===== src/rtl/subset_scan_driver.sv =====
// subset_scan_driver: requesting side of the subset-evaluator interface.
// On start it latches one configuration and walks every grid position
// row-major (x fastest). It issues one request per position and counts the
// evaluator's activated responses. A stalled request aborts the scan with a
// sticky timeout flag.
// Ports:
//   clk, rst (sync, active-high)
//   start, cfg_central[24], cfg_radius_square[24], cfg_mode[2] : scan request/config
//   en, central, radius_square, mode, position                 : evaluator request
//   valid, activated                                            : evaluator response
//   busy, done, count, timeout_err                              : scan status
module subset_scan_driver #(
  parameter int unsigned GRID    = 8,
  parameter int unsigned TIMEOUT = 16
) (
  input  logic        clk,
  input  logic        rst,
  input  logic        start,
  input  logic [23:0] cfg_central,
  input  logic [23:0] cfg_radius_square,
  input  logic [1:0]  cfg_mode,
  output logic        en,
  output logic [23:0] central,
  output logic [23:0] radius_square,
  output logic [1:0]  mode,
  output logic [7:0]  position,
  input  logic        valid,
  input  logic        activated,
  output logic        busy,
  output logic        done,
  output logic [7:0]  count,
  output logic        timeout_err
);

  localparam int unsigned CW  = 4;
  localparam int unsigned WCW = 8;
  localparam logic [CW-1:0]  GRID_C    = CW'(GRID);
  localparam logic [WCW-1:0] WAIT_LAST = WCW'(TIMEOUT - 1);

  typedef enum logic [1:0] {IDLE, ISSUE, WAIT, DONE} state_t;

  state_t         state_q, state_d;
  logic [7:0]     pos_q, pos_d;
  logic [7:0]     count_q, count_d;
  logic           err_q, err_d;
  logic [WCW-1:0] wait_q, wait_d;
  logic [23:0]    central_q, central_d;
  logic [23:0]    radius_q, radius_d;
  logic [1:0]     mode_q, mode_d;
  logic           en_q, busy_q, done_q;

  logic [CW-1:0] x_cur, y_cur;
  assign x_cur = pos_q[7:4];
  assign y_cur = pos_q[3:0];

  // Next-state and next-register values
  always_comb begin
    state_d   = state_q;
    pos_d     = pos_q;
    count_d   = count_q;
    err_d     = err_q;
    wait_d    = wait_q;
    central_d = central_q;
    radius_d  = radius_q;
    mode_d    = mode_q;
    case (state_q)
      IDLE: begin
        if (start) begin
          central_d = cfg_central;
          radius_d  = cfg_radius_square;
          mode_d    = cfg_mode;
          pos_d     = {4'd1, 4'd1};
          count_d   = 8'd0;
          err_d     = 1'b0;
          wait_d    = '0;
          state_d   = ISSUE;
        end
      end
      ISSUE: begin
        wait_d  = '0;
        state_d = WAIT;
      end
      WAIT: begin
        if (valid) begin
          count_d = count_q + 8'(activated);
          if (x_cur == GRID_C && y_cur == GRID_C) begin
            state_d = DONE;
          end else begin
            // x runs fastest; wrap to 1 and step y at the row end
            if (x_cur == GRID_C) pos_d = {4'd1, y_cur + 4'd1};
            else                 pos_d = {x_cur + 4'd1, y_cur};
            state_d = ISSUE;
          end
        end else begin
          wait_d = wait_q + WCW'(1);
          // this stalled cycle is the TIMEOUT-th one
          if (wait_q == WAIT_LAST) begin
            err_d   = 1'b1;
            state_d = DONE;
          end
        end
      end
      DONE: state_d = IDLE;
      default: state_d = IDLE;
    endcase
  end

  // State and registered outputs, strobes decoded from the next state
  always_ff @(posedge clk) begin
    if (rst) begin
      state_q   <= IDLE;
      pos_q     <= 8'd0;
      count_q   <= 8'd0;
      err_q     <= 1'b0;
      wait_q    <= '0;
      central_q <= 24'd0;
      radius_q  <= 24'd0;
      mode_q    <= 2'd0;
      en_q      <= 1'b0;
      busy_q    <= 1'b0;
      done_q    <= 1'b0;
    end else begin
      state_q   <= state_d;
      pos_q     <= pos_d;
      count_q   <= count_d;
      err_q     <= err_d;
      wait_q    <= wait_d;
      central_q <= central_d;
      radius_q  <= radius_d;
      mode_q    <= mode_d;
      en_q      <= (state_d == ISSUE);
      busy_q    <= (state_d != IDLE);
      done_q    <= (state_d == DONE);
    end
  end

  assign en            = en_q;
  assign busy          = busy_q;
  assign done          = done_q;
  assign position      = pos_q;
  assign count         = count_q;
  assign timeout_err   = err_q;
  assign central       = central_q;
  assign radius_square = radius_q;
  assign mode          = mode_q;

endmodule


===== config.mk =====
export PLATFORM = sky130hd
export DESIGN_NAME = subset_scan_driver
export DESIGN_NICKNAME = d
export VERILOG_FILES = /design/src/rtl/subset_scan_driver.sv
export SDC_FILE = /design/constraint.sdc
export NUM_CORES = 1
export LEC_CHECK = 0
export ABC_CLOCK_PERIOD_IN_PS = 3100
export CORE_AREA = 2 2 93 95
export CTS_BUF_LIST = sky130_fd_sc_hd__clkbuf_8
export CTS_CLUSTER_DIAMETER = 100
export DETAILED_ROUTE_END_ITERATION = 10
export DIE_AREA = 0 0 95 97
export PLACE_DENSITY_LB_ADDON = 0.3
export SYNTH_ARGS = -nofsm -noshare
export SYNTH_HDL_FRONTEND = slang
export SYNTH_SLANG_ARGS = --single-unit

===== constraint.sdc =====
create_clock -name clk -period 3.1 [get_ports clk]
set_input_delay 0.31 -clock clk [delete_from_list [all_inputs] [get_ports clk]]
set_output_delay 0.31 -clock clk [all_outputs]
set_load 0.03 [all_outputs]

After elaboration in Yosys (flattened, before gate mapping)
Index checks and enable logic that the tools add are counted.

Flip-flop bits (word level): 80. Input bits: 55. Output and inout bits: 70. Word-level logic and storage cells: 60.

Add/subtract/negate cells: 4. Equality and inequality tests: 14. Muxes and demuxes: 19. Reduce and logical (&&, ||, !) cells: 11.

Operators by type and width (number): $mux W8 (7); $pmux W8 S2 (2); $pmux W8 S3 (1); $ne A2 B2 Y1 const B (6); $add A4 B1 Y4 const B (2); $add A8 B1 Y8 (1); $add A8 B1 Y8 const B (1); $eq A4 B4 Y1 const B (2); $eq A8 B4 Y1 const B (1); $mux W2 (4); $pmux W2 S4 (1); $reduce_and A4 Y1 (2); $eq A2 B2 Y1 const B (3); $reduce_and A3 Y1 (2); $reduce_and A5 Y1 (1); $eq A2 B1 Y1 const B (2); $reduce_bool A2 Y1 (2); $mux W1 (3); $reduce_bool A3 Y1 (1); $logic_not A2 Y1 (1); $pmux W1 S2 (1); $reduce_and A2 Y1 (1); $logic_and A1 B1 Y1 (1).

Longest topological paths before layout
Depth after elaboration: 6. Gate-level depth with buffers: 7. Mapped depth without buffers: 6.

Worst setup path after synthesis
OpenSTA, ideal clock, no wires.

Path type: register to register. Start point: register pos_q[4] (netlist: position[4]). End point: register pos_q[0] (netlist: position[0]). Setup time: 0.116 ns. Data arrival time: 1.723 ns. Required time: 2.984 ns. Setup slack: 1.261 ns. Cell stages (with the launch flop): 8. Path buffers: 1. Clock period less this slack: 1.839 ns. Path through: dfxtp_1 inv_1 ha_1 and3b_1 buf_2 a311oi_4 a41o_1 nor2_1.

Longest elaborated chain between the ends: 4. Elaborated cells between the ends (all ways): 5. Classes of those cells: eq/ne: 3; reduce/logical: 2.

Ends and longest elaborated chain: from (decl) (RTL line 43) `logic [7:0] pos_q, pos_d;`; from (signal assigned) (RTL line 124) `pos_q <= pos_d;`; $eq A4 B4 Y1 (*) (RTL line 86, 90); $logic_and A1 B1 Y1 (RTL line 86) `if (x_cur == GRID_C && y_cur == GRID_C) begin`; $ne A2 B2 Y1 (no line); $reduce_and A5 Y1 (no line) (*).

Every way passes the cells marked *; elsewhere a longest branch is shown, timed or not. A chain may end at the register's enable or synchronous reset.

Worst setup path in the final report
Start point: register state_q[0]. End point: register central_q[14] (netlist: central[14]).

Longest elaborated chain between the ends: 2.

Ends and longest elaborated chain: from (decl) (RTL line 42) `state_t state_q, state_d;`; from (signal assigned) (RTL line 123) `state_q <= state_d;`; $logic_not A2 Y1 (RTL line 66) `case (state_q)`; $reduce_and A2 Y1 (no line); to (signal assigned) (RTL line 128) `central_q <= central_d;`; to (decl) (RTL line 47) `logic [23:0] central_q, central_d;`.

No other way between the ends.

==> impl_metrics.json <==
{
  "first_pass_iters": 4,
  "grt_first_pass_wirelength_mm": 13.7,
  "fin_skew_ps": 8.47,
  "synthSimpleGateAreaFrac": 0.241,
  "start_util": 0.398,
  "grt_usage": 0.186,
  "htreeDepth": 3,
  "power.leakage_nw": 1.71,
  "num_vias": 3006,
  "cts_tree": "yes",
  "clock-root-buffer": "clkbuf_8",
  "final_antenna_net_count": 0,
  "io_pins": 125,
  "rows": 33,
  "endpoint_kind": "flop",
  "syn-num-nets": 451,
  "drive_above_1_share": 0.0631,
  "maxCapViolations": 0,
  "synth-xor-area-share": 0.0351,
  "tightest_slew_ps": 648,
  "wl_mm": 8.40,
  "critPathRequiredTime_ps": 3390,
  "cts_buffers": 9,
  "setup_viol": 0,
  "synth_edf_count": 0,
  "overflow": 0,
  "grt_setup_unrepaired": "no",
  "antenna_found_initial": 0,
  "synth_top_cell_by_area": "dfxtp_1",
  "min_path_cells": 2,
  "port_buffers": 124,
  "netlist_top_cells_area": "dfxtp_1, nand2_1, a21oi_1",
  "diodes": 0,
  "dp_hpwl_mm": 6.00,
  "clock.fmax_mhz": 526,
  "slew_headroom": 0.567,
  "finish.utilization": 0.586,
  "seqPwrFrac": 0.453,
  "grt_pass1_vias": 2897,
  "yosysTopAreaCellShare": 0.494,
  "gp_congestion": 0.818,
  "finalPower_mw": 2.46,
  "final_area_sq_um": 4770,
  "dp.cells": 596,
  "synth_area_sq_um": 3240,
  "grt_max_degree": 51,
  "dieArea_sq_um": 9220,
  "p_sw_frac": 0.267,
  "synth_mux_area_frac": 0.00695,
  "postCtsHoldBufs": 0,
  "core_area_sq_um": 8130,
  "period_share": 0.614,
  "power_per_cell_area_nw_per_um2": 515,
  "instances_no_fill": 612,
  "wl_per_cell_um": 13.7,
  "ys_seq_elements": 80,
  "intPower_mw": 1.80,
  "synth_fa_ha_area_frac": 0.0270,
  "tns_ps": 0,
  "cp-start-kind": "flop",
  "yosysSeqAreaShare": 0.494,
  "die_w_um": 95,
  "grtUsageMet1": 0.222,
  "status": "finished clean",
  "final_nets": 564,
  "rr_worst_depth": 5,
  "dpl_cell_area_sq_um": 4530,
  "finalCriticalPeriod_ps": 1900,
  "async_reset_ff_frac": 0,
  "drc": 0,
  "synth_top_family_by_area": "simple AND/OR/NAND/NOR gates",
  "switching_power_mw": 0.656,
  "drt_iter0_markers": 104,
  "area_delta_synth_final_pct": 47.2,
  "ys_types": 46,
  "path_max_fanout": 33,
  "synth_compound_area_frac": 0.155,
  "clk_path_buf_depth": 2,
  "final_hold_viol_count": 0,
  "via_per_inst": 4.91,
  "use_met2": 0.304,
  "path_clk_slew_ps": 90,
  "use_met3": 0.0631,
  "synth-warning-count": 0,
  "worstSkewPairLatency_ps": 350,
  "netlist_instances": 389,
  "synth-main-ff-cell": "dfxtp_1",
  "clock-sinks": 80,
  "busiest_layer": "met2",
  "avgSynthCellArea_sq_um": 8.33,
  "post-cts-setup-buffers": 0,
  "cp.arrival_ps": 2190,
  "hold_path.class": "reg2reg",
  "ir_drop_uv": 252,
  "combPwrFrac": 0.173,
  "clock_power_share": 0.374,
  "die_h_um": 97,
  "ctsResizeCount": 0,
  "drv_slew": 0,
  "path_class": "reg2reg"
}
[stage by stage]
| step | hold WS, ps | setup slack [ps] |
|---|---|---|
| floorplan | 444 | 1260 |
| global placement | 441 | 1090 |
| detailed placement | 448 | 1030 |
| CTS | 460 | 1180 |
| global route | 472 | 1030 |
| finish | 456 | 1200 |
[area by class of cell]
type                            count  area (sq um)
Clock buffer                        9           124
Clock inverter                      7           119
Fill cell                         741          3370
Inverter                            6          22.5
Multi-Input combinational cell    278          1510
Sequential cell                    80          1600
Tap cell                          105           131
Timing Repair Buffer              127          1260
[cells in the mapped netlist, drive strengths merged, types with 6 or more instances]
cell type and number:
clkbuf 15, buf 10, nor2 24, xnor2 7, nand2 109, inv 6, nand3 8, ha 7
o21ai 6, a21oi 60, xor2 6, dfxtp 80
[kinds of logic after synthesis]
logic type	after synthesis
adder cells (fa/ha/maj)	7
XOR/XNOR	13
AND/OR/NAND/NOR	175
multiplexers	1
buffers and inverters	31
flip-flops	80
AO/OA/AOI/OAI	82
[layout by cell type (no fill, tap or decap), drive strengths merged, types with 4 or more instances in the layout]
cell type,netlist,routed
xnor2,7,7
inv,6,7
nand3,8,8
nor3,4,4
o21ai,6,6
o211ai,4,4
nand2,109,109
a21oi,60,60
dfxtp,80,80
nor2,24,24
ha,7,7
clkdlybuf4s50,0,123
buf,10,4
clkbuf,15,9
xor2,6,6
[routing by layer]
metal,vias up,share of wire
met3,15,0.069
met2,99,0.49
met5,-,0
met1,1374,0.42
li1,1518,-
met4,0,0.019
[worst paths after layout]
path	from	to	slack, ps
min	central[13]	central[13]	460
min reg2reg	central[13]	central[13]	460
max	state_q[0]	central[14]	1200
max reg2reg	state_q[0]	central[14]	1200
[power groups by stage]
stage | combinational, mW | sequential (mW) | clock, mW
after global routing | 0.459 | 1.12 | 0.990
after floorplan | 0.142 | 1.22 | 0
after CTS | 0.431 | 1.11 | 0.942
after detailed placement | 0.429 | 1.14 | 0
after global placement | 0.423 | 1.13 | 0
final | 0.426 | 1.11 | 0.919
[state kept, by name, indices dropped and copies added (netlist names)]
signal         count
radius_square     24
timeout_err        1
position           8
state_q            2
central           24
busy               1
en                 1
mode               2
done               1
count              8
wait_q             8
[worst max-delay path, cell delays in order, from the launching register on]
cell	delay [ps]
dfxtp_1	510
nor2_1	250
and2_2	420
buf_4	390
nand2_1	110
a21oi_1	130
Note: power is estimated with default switching activity, not from simulation.
